### src/rtl/lsu_pkg.sv
// Shared types and constants for the load/store unit: state encoding,
// RV32I funct3 codes, the one-hot size strobe bundle and load extension.
package lsu_pkg;

    typedef enum logic [1:0] {
        IDLE  = 2'd0,
        ISSUE = 2'd1,
        WAIT  = 2'd2,
        DONE  = 2'd3
    } lsu_state_e;

    localparam logic [2:0] F3_LB  = 3'b000;
    localparam logic [2:0] F3_LH  = 3'b001;
    localparam logic [2:0] F3_LW  = 3'b010;
    localparam logic [2:0] F3_LBU = 3'b100;
    localparam logic [2:0] F3_LHU = 3'b101;
    localparam logic [2:0] F3_SB  = 3'b000;
    localparam logic [2:0] F3_SH  = 3'b001;
    localparam logic [2:0] F3_SW  = 3'b010;

    typedef struct packed {
        logic lb;
        logic lbu;
        logic lh;
        logic lhu;
        logic lw;
        logic sb;
        logic sh;
        logic sw;
    } lsu_strobe_t;

    // Extension is idempotent, so data that mmio already extended passes unchanged.
    function automatic logic [31:0] extendLoad(input logic [2:0] funct3, input logic [31:0] raw);
        case (funct3)
            F3_LB:   extendLoad = {{24{raw[7]}}, raw[7:0]};
            F3_LBU:  extendLoad = {24'h0, raw[7:0]};
            F3_LH:   extendLoad = {{16{raw[15]}}, raw[15:0]};
            F3_LHU:  extendLoad = {16'h0, raw[15:0]};
            default: extendLoad = raw;
        endcase
    endfunction

endpackage

### src/rtl/lsu_size_decode.sv
// Combinational decode of funct3 and access type into one-hot size strobes,
// a legality flag and the address bits that must be zero for alignment.
module lsu_size_decode
    import lsu_pkg::*;
(
    input  logic [2:0]  funct3_i,
    input  logic        is_load_i,
    input  logic        is_store_i,
    output lsu_strobe_t strobe_o,
    output logic        legal_o,
    output logic [1:0]  align_mask_o
);

    always_comb begin
        strobe_o     = '0;
        legal_o      = 1'b0;
        align_mask_o = 2'b00;
        if (is_load_i) begin
            legal_o = 1'b1;
            case (funct3_i)
                F3_LB:   strobe_o.lb = 1'b1;
                F3_LBU:  strobe_o.lbu = 1'b1;
                F3_LH:   begin strobe_o.lh = 1'b1;  align_mask_o = 2'b01; end
                F3_LHU:  begin strobe_o.lhu = 1'b1; align_mask_o = 2'b01; end
                F3_LW:   begin strobe_o.lw = 1'b1;  align_mask_o = 2'b11; end
                default: legal_o = 1'b0;
            endcase
        end else if (is_store_i) begin
            legal_o = 1'b1;
            case (funct3_i)
                F3_SB:   strobe_o.sb = 1'b1;
                F3_SH:   begin strobe_o.sh = 1'b1; align_mask_o = 2'b01; end
                F3_SW:   begin strobe_o.sw = 1'b1; align_mask_o = 2'b11; end
                default: legal_o = 1'b0;
            endcase
        end
    end

endmodule

### src/rtl/lsu.sv
// Load/store unit: issues one access to mmio, waits LOAD_LATENCY, returns the result.
// Define LSU_MISALIGN_TRAP_EN to report misaligned/unknown accesses through resp_err.
module lsu
    import lsu_pkg::*;
#(
    parameter int LOAD_LATENCY = 1
) (
    input  logic        clk,
    input  logic        rst_n,
    input  logic        req_valid,
    output logic        req_ready,
    input  logic        req_is_load,
    input  logic        req_is_store,
    input  logic [2:0]  req_funct3,
    input  logic [31:0] req_base,
    input  logic [31:0] req_offset,
    input  logic [31:0] req_wdata,
    output logic        resp_valid,
    input  logic        resp_ready,
    output logic [31:0] resp_rdata,
    output logic        resp_err,
    output logic [31:0] bus_address,
    output logic [31:0] bus_wdata,
    input  logic [31:0] bus_rdata,
    output logic        bus_load_enable,
    output logic        bus_store_enable,
    output logic        bus_is_lb,
    output logic        bus_is_lbu,
    output logic        bus_is_lh,
    output logic        bus_is_lhu,
    output logic        bus_is_lw,
    output logic        bus_is_sb,
    output logic        bus_is_sh,
    output logic        bus_is_sw
);

    localparam logic [1:0] LAST_WAIT = 2'(LOAD_LATENCY - 1);

    lsu_state_e  state_q, state_d;
    logic [31:0] addr_q, wdata_q, rdata_q;
    logic [2:0]  funct3_q;
    logic        isLoad_q, err_q;
    lsu_strobe_t strobe_q;
    logic [1:0]  cnt_q;

    lsu_strobe_t decStrobe;
    logic        decLegal;
    logic [1:0]  decMask;
    logic [31:0] rawAddr, issueAddr;
    logic        accept, skipBus, errNow, busActive;

    lsu_size_decode u_decode (
        .funct3_i     (req_funct3),
        .is_load_i    (req_is_load),
        .is_store_i   (req_is_store),
        .strobe_o     (decStrobe),
        .legal_o      (decLegal),
        .align_mask_o (decMask)
    );

    assign rawAddr = req_base + req_offset;
    assign accept  = (state_q == IDLE) && req_valid && (req_is_load ^ req_is_store);

    // Accesses that skip the bus go straight from IDLE to DONE.
`ifdef LSU_MISALIGN_TRAP_EN
    assign skipBus   = !decLegal || ((rawAddr[1:0] & decMask) != 2'b00);
    assign errNow    = skipBus;
    assign issueAddr = rawAddr;
`else
    assign skipBus   = !decLegal;
    assign errNow    = 1'b0;
    assign issueAddr = {rawAddr[31:2], rawAddr[1:0] & ~decMask};
`endif

    always_ff @(posedge clk or negedge rst_n) begin
        if (!rst_n) begin
            state_q <= IDLE;
        end else begin
            state_q <= state_d;
        end
    end

    always_comb begin
        state_d = state_q;
        case (state_q)
            IDLE:    if (accept) state_d = skipBus ? DONE : ISSUE;
            ISSUE:   state_d = isLoad_q ? WAIT : DONE;
            WAIT:    if (cnt_q == LAST_WAIT) state_d = DONE;
            DONE:    if (resp_ready) state_d = IDLE;
            default: state_d = IDLE;
        endcase
    end

    always_ff @(posedge clk or negedge rst_n) begin
        if (!rst_n) begin
            addr_q   <= '0;
            wdata_q  <= '0;
            rdata_q  <= '0;
            funct3_q <= '0;
            isLoad_q <= 1'b0;
            err_q    <= 1'b0;
            strobe_q <= '0;
            cnt_q    <= '0;
        end else begin
            if (accept) begin
                addr_q   <= issueAddr;
                wdata_q  <= req_wdata;
                funct3_q <= req_funct3;
                isLoad_q <= req_is_load;
                strobe_q <= skipBus ? '0 : decStrobe;
                err_q    <= errNow;
                rdata_q  <= '0;
            end
            cnt_q <= (state_q == WAIT) ? cnt_q + 2'd1 : 2'd0;
            if ((state_q == WAIT) && (cnt_q == LAST_WAIT)) begin
                rdata_q <= extendLoad(funct3_q, bus_rdata);
            end
        end
    end

    // All bus outputs derive from state_q so reset drops them asynchronously.
    always_comb begin
        busActive        = (state_q == ISSUE) || (state_q == WAIT);
        req_ready        = (state_q == IDLE);
        resp_valid       = (state_q == DONE);
        resp_rdata       = (state_q == DONE) ? rdata_q : 32'h0;
        resp_err         = (state_q == DONE) ? err_q : 1'b0;
        bus_address      = busActive ? addr_q : 32'h0;
        bus_wdata        = busActive ? wdata_q : 32'h0;
        bus_load_enable  = (state_q == ISSUE) && isLoad_q;
        bus_store_enable = (state_q == ISSUE) && !isLoad_q;
        bus_is_lb        = busActive && strobe_q.lb;
        bus_is_lbu       = busActive && strobe_q.lbu;
        bus_is_lh        = busActive && strobe_q.lh;
        bus_is_lhu       = busActive && strobe_q.lhu;
        bus_is_lw        = busActive && strobe_q.lw;
        bus_is_sb        = busActive && strobe_q.sb;
        bus_is_sh        = busActive && strobe_q.sh;
        bus_is_sw        = busActive && strobe_q.sw;
    end

endmodule

### config.mk
export PLATFORM = sky130hd
export DESIGN_NAME = lsu
export DESIGN_NICKNAME = d
export VERILOG_FILES = /design/src/rtl/lsu_pkg.sv /design/src/rtl/lsu_size_decode.sv /design/src/rtl/lsu.sv
export SDC_FILE = /design/constraint.sdc
export NUM_CORES = 1
export LEC_CHECK = 0
export ABC_AREA = 1
export CORE_MARGIN = 2
export CORE_UTILIZATION = 43
export CTS_BUF_LIST = sky130_fd_sc_hd__clkbuf_16
export CTS_CLUSTER_SIZE = 28
export DETAILED_ROUTE_END_ITERATION = 10
export GPL_TIMING_DRIVEN = 0
export HOLD_SLACK_MARGIN = 0.15
export PLACE_DENSITY = 0.84
export REMOVE_ABC_BUFFERS = 1
export SYNTH_ARGS = -nofsm -noshare
export SYNTH_HDL_FRONTEND = slang
export SYNTH_HIERARCHICAL = 1
export SYNTH_SLANG_ARGS = --single-unit
### constraint.sdc
create_clock -name clk -period 1.51 [get_ports clk]
set_input_delay 0.2265 -clock clk [delete_from_list [all_inputs] [get_ports clk]]
set_output_delay 0.2265 -clock clk [all_outputs]
set_load 0.01 [all_outputs]
==> results of run 1 <==
## layout make-up
| class | count | area (sq um) | area share (%) |
|---|---|---|---|
| antenna | 1 | 2.50 | 0.0182 |
| inverter | 232 | 893 | 6.50 |
| tap | 229 | 287 | 2.08 |
| clock inverter | 7 | 61.3 | 0.446 |
| timing repair inverter | 4 | 58.8 | 0.428 |
| sequential | 112 | 2800 | 20.4 |
| timing repair buffer | 343 | 3970 | 28.9 |
| multi-input combinational | 840 | 5440 | 39.6 |
| clock buffer | 9 | 225 | 1.64 |
## flip-flops by register name, indices dropped and copies added, names as in the netlist
name      cells
cnt_q         2
rdata_q      32
strobe_q      8
state_q       2
addr_q       32
funct3_q      3
isLoad_q      1
wdata_q      32
## logic make-up (layout without fill, tap and decap cells)
group,after synthesis,in the layout,share of synthesized area [%]
simple gates,681,685,35.3
buf+inv,279,595,14.3
flops,112,112,35.7
compound gates,102,102,6.97
fa+ha+maj,37,37,6.00
xor+xnor,15,15,1.67
other cells,1,2,0.0478
## critical path, cell delays in order (launching register included)
cell and delay (ps):
dfrtp_2 430, inv_2 90, ha_4 240, buf_12 150, buf_16 140, buf_8 130
nand2_2 50, inv_1 40, buf_2 130
## layout by cell type (no fill, tap or decap), drive strengths merged
cell type      instances
a21o                   1
a21oi                 32
and2                   1
and3                   3
buf                  178
clkbuf                16
clkdlybuf4s15         23
clkdlybuf4s50        111
clkinv                 3
clkinvlp               2
conb                   1
dfrtp                112
diode                  1
dlygate4sd3            1
dlymetal6s2s          23
fa                     1
ha                    36
inv                  238
nand2                515
nand3                 97
nand3b                 6
nand4                  3
nor2                  49
nor3                   9
o211ai                 2
o21ai                 47
o21bai                 3
o22ai                 17
or2                    2
xnor2                 14
xor2                   1
## worst min-delay path by stage
stage | start | to | slack [ps]
4_1_cts | rst_n | addr_q[22] | 340
2_1_floorplan | rst_n | addr_q[0] | -70
6_report | req_offset[0] | addr_q[0] | 270
3_5_place_dp | rst_n | addr_q[22] | 160
3_3_place_gp | cnt_q[0] | cnt_q[0] | 410
5_1_grt | req_offset[0] | addr_q[0] | 300
## cells in the mapped netlist (3+ instances only)
library cell	n	area, sq um
xnor2_1	14	123
inv_1	228	856
nor3_1	6	30.0
buf_1	4	15.0
ha_1	36	450
o21ai_1	21	105
nand4_1	3	18.8
a21oi_1	32	160
dfrtp_1	112	2800
inv_2	3	11.3
nand3_1	94	470
clkbuf_1	20	75.1
o21bai_1	3	22.5
nand3_2	3	30.0
buf_2	14	70.1
o22ai_1	17	106
buf_6	7	78.8
o21ai_0	26	130
nor2_1	48	180
nand3b_1	6	45.0
nand2_1	513	1930
## where the power goes
group / total (W) / switching (W) / internal (W)
Combinational: 0.0165 / 0.00833 / 0.00820
Clock: 0.00244 / 0.00128 / 0.00116
Sequential: 0.00555 / 0.00127 / 0.00428
Total: 0.0245 / 0.0109 / 0.0136
## stage by stage
step | instance area [sq um] | util, %
2_1_floorplan | 7590 | -
3_3_place_gp | 10300 | 57.5
3_5_place_dp | 10400 | 58.0
4_1_cts | 12400 | 69.1
5_1_grt | 13700 | 76.5
6_report | 13700 | 76.5
## per-layer routing
metal	wire (microns)	vias up
met4	1760	0
li1	-	4362
met1	11700	4404
met2	15700	501
met5	0	-
met3	2230	129
## timing repair
item / in CTS / in global routing
endpoints found under the setup margin: 218 / 218
setup buffers: 57 / 27
resized for setup: 694 / 336
endpoints found under the hold margin: 36 / 0
hold buffers: 1 / 0
cloned: 23 / 9
pin swaps: 29 / 46
==> impl_metrics.json, run 1 <==
{
  "status": "finished, violations left",
  "violations": "negative setup slack",
  "p_leak_nw": 7.62,
  "grt_pass1_wl_mm": 44.2,
  "maxCapViolations": 0,
  "clock-root-buffer": "clkbuf_16",
  "synth_seq_cells": 112,
  "wl_mm": 31.4,
  "grt_overflow": 0,
  "crit_arrival_ps": 1780,
  "drt_iter0_drc": 675,
  "ys_seq_area_share_pct": 35.7,
  "worstPathRequired_ps": 1280,
  "cts_buffers": 9,
  "die_x_microns": 139,
  "fin_ws_ps": -500,
  "drive_gt1_share_pct": 36.2,
  "clk_latency_ps": 360,
  "setup_violations": 217,
  "clock-sinks": 112,
  "start_kind": "flip-flop",
  "clkTransAtPathRegs_ps": 90,
  "wl_per_cell_microns": 17.7,
  "drc": 0,
  "synth_edf_count": 0,
  "hpwl_mm": 16.2,
  "synth.distinct_cells": 36,
  "die_area_sq_um": 19300,
  "fin_tns_setup_ps": -65380,
  "dpl.cell_count": 1656,
  "portBuffers": 244,
  "die_y_microns": 139,
  "yosys_warnings": 6,
  "drv_slew": 0,
  "finalNonFillerCells": 1777,
  "ff2ff_path_depth": 11,
  "finalWeightedCongestion": 0.914,
  "finalHoldViolations": 0,
  "vias": 9396,
  "layout_min_cycle_time_ps": 2010,
  "rr_endpoint": "state_q[1]",
  "fmax_mhz": 498,
  "fin_skew_ps": 18.1,
  "pre_cts_ws_ps": -1230,
  "cellPowerDensity_nw_per_um2": 1780,
  "synthArstFlopShare_pct": 100,
  "busiest_layer": "met2",
  "r2r-start": "state_q[0]",
  "cp_max_fo": 5,
  "track_usage_pct": 28.4,
  "syn_to_final_growth_pct": 75.2,
  "tightest_slew_ps": 599,
  "worst_ir_drop_vdd_uv": 1240,
  "min_delay_path_depth": 4,
  "endpoint": "bus_wdata[14]",
  "synthesis.instances": 1227,
  "post_synth.cell_area_avg_sq_um": 6.39,
  "start_util_pct": 43.7,
  "end_kind": "output port",
  "ff2ff_setup_slack_ps": -410,
  "first_pass_iters": 6,
  "synthFlopType": "dfrtp_1",
  "grt_max_degree": 77,
  "antenna_found_initial": 1,
  "ant_nets": 0,
  "clk_path_buf_depth": 2,
  "grt_pass1_vias": 8559,
  "hold_slack_ps": 271,
  "fillers": 1143,
  "cts_tree": "yes",
  "grt_use_met2_pct": 50.6,
  "fin_total_pwr_w": 0.0245,
  "holdCritPathClass": "input pin to flip-flop",
  "slew_headroom_pct": 59.9,
  "via_per_inst": 5.29,
  "crit_path_start": "state_q[0]",
  "synth_area_sq_um": 7850,
  "nNetsFinal": 1716,
  "rows": 49,
  "fin_crit_sh_pct": 133,
  "rsz0062_at_grt": "true",
  "critPathKind": "flip-flop to output port",
  "core_area_sq_um": 18000,
  "htreeDepth": 3,
  "grtUsageMet3_pct": 4.35,
  "met1_usage_pct": 34.5,
  "io_pins": 246
}
Power figures use the tool's default switching activity.
==> run 2: changes to the inputs <==
- PLACE_DENSITY: 0.84 -> default
- PLACE_DENSITY_LB_ADDON: default -> 0.1
- SETUP_SLACK_MARGIN: default -> 0.15
==> impl_metrics.json, run 2 (same netlist as run 1, synthesis figures left out) <==
{
  "status": "finished, violations left",
  "violations": "negative setup slack",
  "antenna_found_initial": 0,
  "multi_input_area_sq_um": 5740,
  "grt_overflow": 0,
  "drt_iter0_drc": 673,
  "cts_buffers": 9,
  "start_util_pct": 43.7,
  "core_area_sq_um": 18000,
  "diodes": 0,
  "wl_per_cell_microns": 18.1,
  "drive_gt1_share_pct": 39.9,
  "drv_slew": 0,
  "clkTransAtPathRegs_ps": 90,
  "final_cell_area_sq_um": 14300,
  "grt_pass1_vias": 8959,
  "p_leak_nw": 7.77,
  "ant_nets": 0,
  "mostFrequentLayoutCell": "nand2_1",
  "dpl_cell_area_sq_um": 10400,
  "drc": 0,
  "die_y_microns": 139,
  "ff2ff_setup_slack_ps": -360,
  "first_pass_iters": 5,
  "critPathKind": "flip-flop to output port",
  "slew_headroom_pct": 64.7,
  "hpwl_mm": 16.1,
  "max_stage_delay_ps": 390,
  "crit_arrival_ps": 1870,
  "cpMaxStageDelayCell": "dfrtp_1",
  "end_kind": "output port",
  "clock-root-buffer": "clkbuf_16",
  "start_kind": "flip-flop",
  "layout_min_cycle_time_ps": 2090,
  "crit_chain": "inv_2, ha_4, buf_6, buf_12, buf_12, buf_16, nand2_4, inv_2, buf_6",
  "reg.largest.list": "addr_q (32), rdata_q (32), wdata_q (32)",
  "finalWeightedCongestion": 0.880,
  "dpl.cell_count": 1656,
  "grt_pass1_wl_mm": 47.5,
  "tightest_slew_ps": 527,
  "fmax_mhz": 477,
  "p_clk_share_pct": 8.9,
  "worstPathRequired_ps": 1280,
  "power_frac_seq_pct": 20.5,
  "finalHoldViolations": 0,
  "cts_tree": "yes",
  "fillers": 1166,
  "track_usage_pct": 31.0,
  "setup_violations": 217,
  "p_sw_share_pct": 44.8,
  "grt_max_degree": 76,
  "clock-sinks": 112,
  "fin_ws_ps": -584,
  "seq_area_sq_um": 2800,
  "via_per_inst": 5.23,
  "htreeDepth": 3,
  "mostFrequentLayoutCells": "nand2_1 (341), inv_1 (168), dfrtp_1 (111)",
  "rsz0062_at_grt": "true",
  "syn_to_final_growth_pct": 82.3,
  "worst_ir_drop_vdd_uv": 1870,
  "power.switching_w": 0.0124,
  "io_pins": 246,
  "die_area_sq_um": 19300,
  "cp_max_fo": 5,
  "comb_power_share_pct": 70.6,
  "fin_skew_ps": 22.4,
  "finalNonFillerCells": 1806,
  "clk_path_buf_depth": 2,
  "vias": 9441,
  "wl_mm": 32.7,
  "clk_latency_ps": 370,
  "holdCritPathClass": "input pin to asynchronous set/reset pin",
  "nNetsFinal": 1746,
  "portBuffers": 244,
  "die_x_microns": 139,
  "rows": 49,
  "fin_crit_sh_pct": 139,
  "p_int_w": 0.0152,
  "maxCapViolations": 0,
  "cellPowerDensity_nw_per_um2": 1930
}
==> run 2: worst paths after layout <==
path	endpoint	cells after the start	from
max in group asynchronous	addr_q[23]	3	rst_n
worst max-delay path	bus_wdata[0]	9	state_q[1]
min in group clk	addr_q[0]	4	req_base[0]
worst min register to register	strobe_q[7]	2	strobe_q[7]
worst min-delay path	rdata_q[6]	2	rst_n
worst max register to register	state_q[1]	11	state_q[1]
==> run 2: power by group through the flow <==
stage | registers, W | clock network [W] | logic (W)
after CTS | 0.00519 | 0.00243 | 0.0159
final | 0.00564 | 0.00245 | 0.0194
after floorplan | 0.00482 | 0 | 0.00463
after detailed placement | 0.00497 | 0 | 0.00925
after global placement | 0.00493 | 0 | 0.00740
after global routing | 0.00577 | 0.00258 | 0.0205
==> run 2: area by class of cell <==
cell class,count,share of cell area [%]
multi-input combinational,847,40.1
timing repair buffer,362,29.1
clock buffer,9,1.57
timing repair inverter,8,0.761
inverter,232,6.33
clock inverter,7,0.464
tap,229,2.00
sequential,112,19.6
==> run 2: timing repair <==
action / 4_1_cts / 5_1_grt
resized for setup: 813 / 295
pin swaps: 70 / 38
endpoints found under the hold margin: 37 / 0
endpoints found under the setup margin: 218 / 219
setup buffers: 72 / 19
hold buffers: 1 / 0
cloned: 36 / 6
==> run 2: metal layers <==
layer,vias to the layer above,track usage [%],wire [microns]
li1,4453,-,-
met2,425,53.8,16200
met5,-,0,0
met3,94,5.28,2250
met4,0,11.6,1330
met1,4469,38.9,12900
==> run 2: metrics by stage <==
| stage | setup TNS [ps] | setup WS, ps | hold WS [ps] | util [%] | total power, W |
|---|---|---|---|---|---|
| floorplan | -260510 | -2230 | -69.1 | - | 0.00945 |
| global placement | -1101730 | -4420 | 419 | 57.5 | 0.0123 |
| detailed placement | -219270 | -1570 | 161 | 58.0 | 0.0142 |
| CTS | -48810 | -525 | 349 | 72.9 | 0.0235 |
| global route | -80930 | -628 | 358 | 79.6 | 0.0288 |
| finish | -70620 | -584 | 330 | 79.6 | 0.0275 |
==> run 2: worst max-delay path, delay by kind of cell (launching register included) <==
| family | cells | cell delay, ps |
|---|---|---|
| simple gates | 1 | 50 |
| fa+ha+maj | 1 | 340 |
| buf+inv | 7 | 730 |
| flops | 1 | 390 |
==> run 3: changes to the inputs <==
- CTS_CLUSTER_DIAMETER: default -> 120
- REMOVE_ABC_BUFFERS: 1 -> default
- clock period: 1.51 -> 1.8 ns (I/O delays scaled with it)
==> impl_metrics.json, run 3 (same netlist as run 1, synthesis figures left out) <==
{
  "status": "finished, violations left",
  "cp_max_fo": 10,
  "grt_max_degree": 72,
  "slew_headroom_pct": 64.6,
  "p_leak_nw": 7.67,
  "fin_ws_ps": -150,
  "finalWeightedCongestion": 0.872,
  "max_stage_delay_ps": 420,
  "critPathKind": "flip-flop to output port",
  "first_pass_iters": 5,
  "rows": 49,
  "holdCritPathClass": "input pin to asynchronous set/reset pin",
  "mostFrequentLayoutCells": "nand2_1 (327), inv_1 (163), nand2_2 (115)",
  "worst_ir_drop_vdd_uv": 1210,
  "die_area_sq_um": 19300,
  "die_x_microns": 139,
  "wl_mm": 27.8,
  "finalNonFillerCells": 1788,
  "cp_top_family": "buffers and inverters",
  "ant_nets": 0,
  "fmax_mhz": 513,
  "hpwl_mm": 17.7,
  "violations": "negative setup slack",
  "fillers": 1269,
  "reg.largest.list": "addr_q (32), rdata_q (32), wdata_q (32)",
  "cts_tree": "yes",
  "nNetsFinal": 1726,
  "drc": 0,
  "htreeDepth": 3,
  "rr_endpoint": "addr_q[16]",
  "antenna_found_initial": 3,
  "via_per_inst": 5.03,
  "end_kind": "output port",
  "syn_to_final_growth_pct": 76.9,
  "worstPathRequired_ps": 1530,
  "vias": 8998,
  "drive_gt1_share_pct": 39.9,
  "cp.depth": 7,
  "clock-sinks": 112,
  "dpl.cell_count": 1701,
  "fin_tns_setup_ps": -12820,
  "wl_per_cell_microns": 15.5,
  "finalHoldViolations": 0,
  "ff2ff_setup_slack_ps": -80,
  "clkTransAtPathRegs_ps": 80,
  "cellPowerDensity_nw_per_um2": 1460,
  "rsz0062_at_grt": "true",
  "maxCapViolations": 0,
  "crit_path_start": "state_q[0]",
  "clk_latency_ps": 350,
  "fin_skew_ps": 8.57,
  "endpoint": "resp_rdata[10]",
  "start_util_pct": 43.7,
  "cts_buffers": 9,
  "hold_slack_ps": 412,
  "tightest_slew_ps": 527,
  "path_buf_inv": 5,
  "crit_chain": "buf_6, ha_4, clkbuf_16, clkbuf_16, nand2_1, inv_1, buf_2",
  "drt_iter0_drc": 464,
  "drv_slew": 0,
  "track_usage_pct": 26.8,
  "layout_min_cycle_time_ps": 1950,
  "grt_pass1_wl_mm": 42.5,
  "io_pins": 246,
  "fin_total_pwr_w": 0.0202,
  "grt_pass1_vias": 8659,
  "cpMostUsedCell": "clkbuf_16",
  "crit_arrival_ps": 1680,
  "cpMaxStageDelayCell": "dfrtp_1",
  "fin_crit_sh_pct": 108,
  "clk_path_buf_depth": 2,
  "mostFrequentLayoutCell": "nand2_1",
  "ff2ff_path_depth": 13,
  "syn_nets": 1401,
  "start_kind": "flip-flop",
  "r2r-start": "state_q[0]",
  "grt_overflow": 0,
  "die_y_microns": 139,
  "clock-root-buffer": "clkbuf_16",
  "core_area_sq_um": 18000,
  "setup_violations": 150,
  "portBuffers": 244
}
## run 3: where the power goes
group | total [W] | leakage (nW) | switching (W) | internal, W
Sequential | 0.00473 | 1.42 | 0.00114 | 0.00359
Combinational | 0.0136 | 6.11 | 0.00664 | 0.00698
Clock | 0.00187 | 0.131 | 0.000936 | 0.000929
Total | 0.0202 | 7.67 | 0.00872 | 0.0115
## run 3: worst min path at each step
stage / start / endpoint / slack, ps / cells past startpoint
2_1_floorplan: rst_n / addr_q[0] / -30 / 0
3_3_place_gp: cnt_q[0] / cnt_q[0] / 410 / 1
3_5_place_dp: rst_n / addr_q[8] / 210 / 1
4_1_cts: rst_n / addr_q[8] / 400 / 2
5_1_grt: rst_n / addr_q[8] / 440 / 2
6_report: rst_n / addr_q[6] / 410 / 2
## run 3: stage by stage
stage               utilization [%]  instance area [sq um]  worst slack (ps)
floorplan                         -                   7880               108
global placement               59.1                  10600             -3990
detailed placement             59.2                  10600              -876
CTS                            71.9                  12900             -97.1
global route                   77.3                  13900              -171
finish                         77.3                  13900              -150
## run 3: final cells by class
cell class	instances	area (sq um)	share of cell area, %
clock buffer	9	225	1.62
tap	229	287	2.06
inverter	232	883	6.36
timing repair buffer	316	3400	24.5
clock inverter	7	42.5	0.307
buffer	45	669	4.82
sequential	112	2800	20.2
antenna	2	5.00	0.0361
multi-input combinational	836	5570	40.1
## run 3: layer usage
metal	vias up	wire, microns	track usage [%]	part of all wire (%)
li1	4372	-	-	-
met1	4210	11100	33.9	40
met2	337	14100	45.9	51
met3	77	1400	2.49	5.0
met4	2	1100	13.8	3.9
met5	-	13	0	0.047
## run 3: repair_timing
action / CTS / global route
hold buffers: 1 / 0
resized for setup: 918 / 253
pin swaps: 51 / 38
buffers inserted: 37 / 9
hold endpoints to repair: 41 / 0
cloned: 22 / 2
setup endpoints to repair: 217 / 217
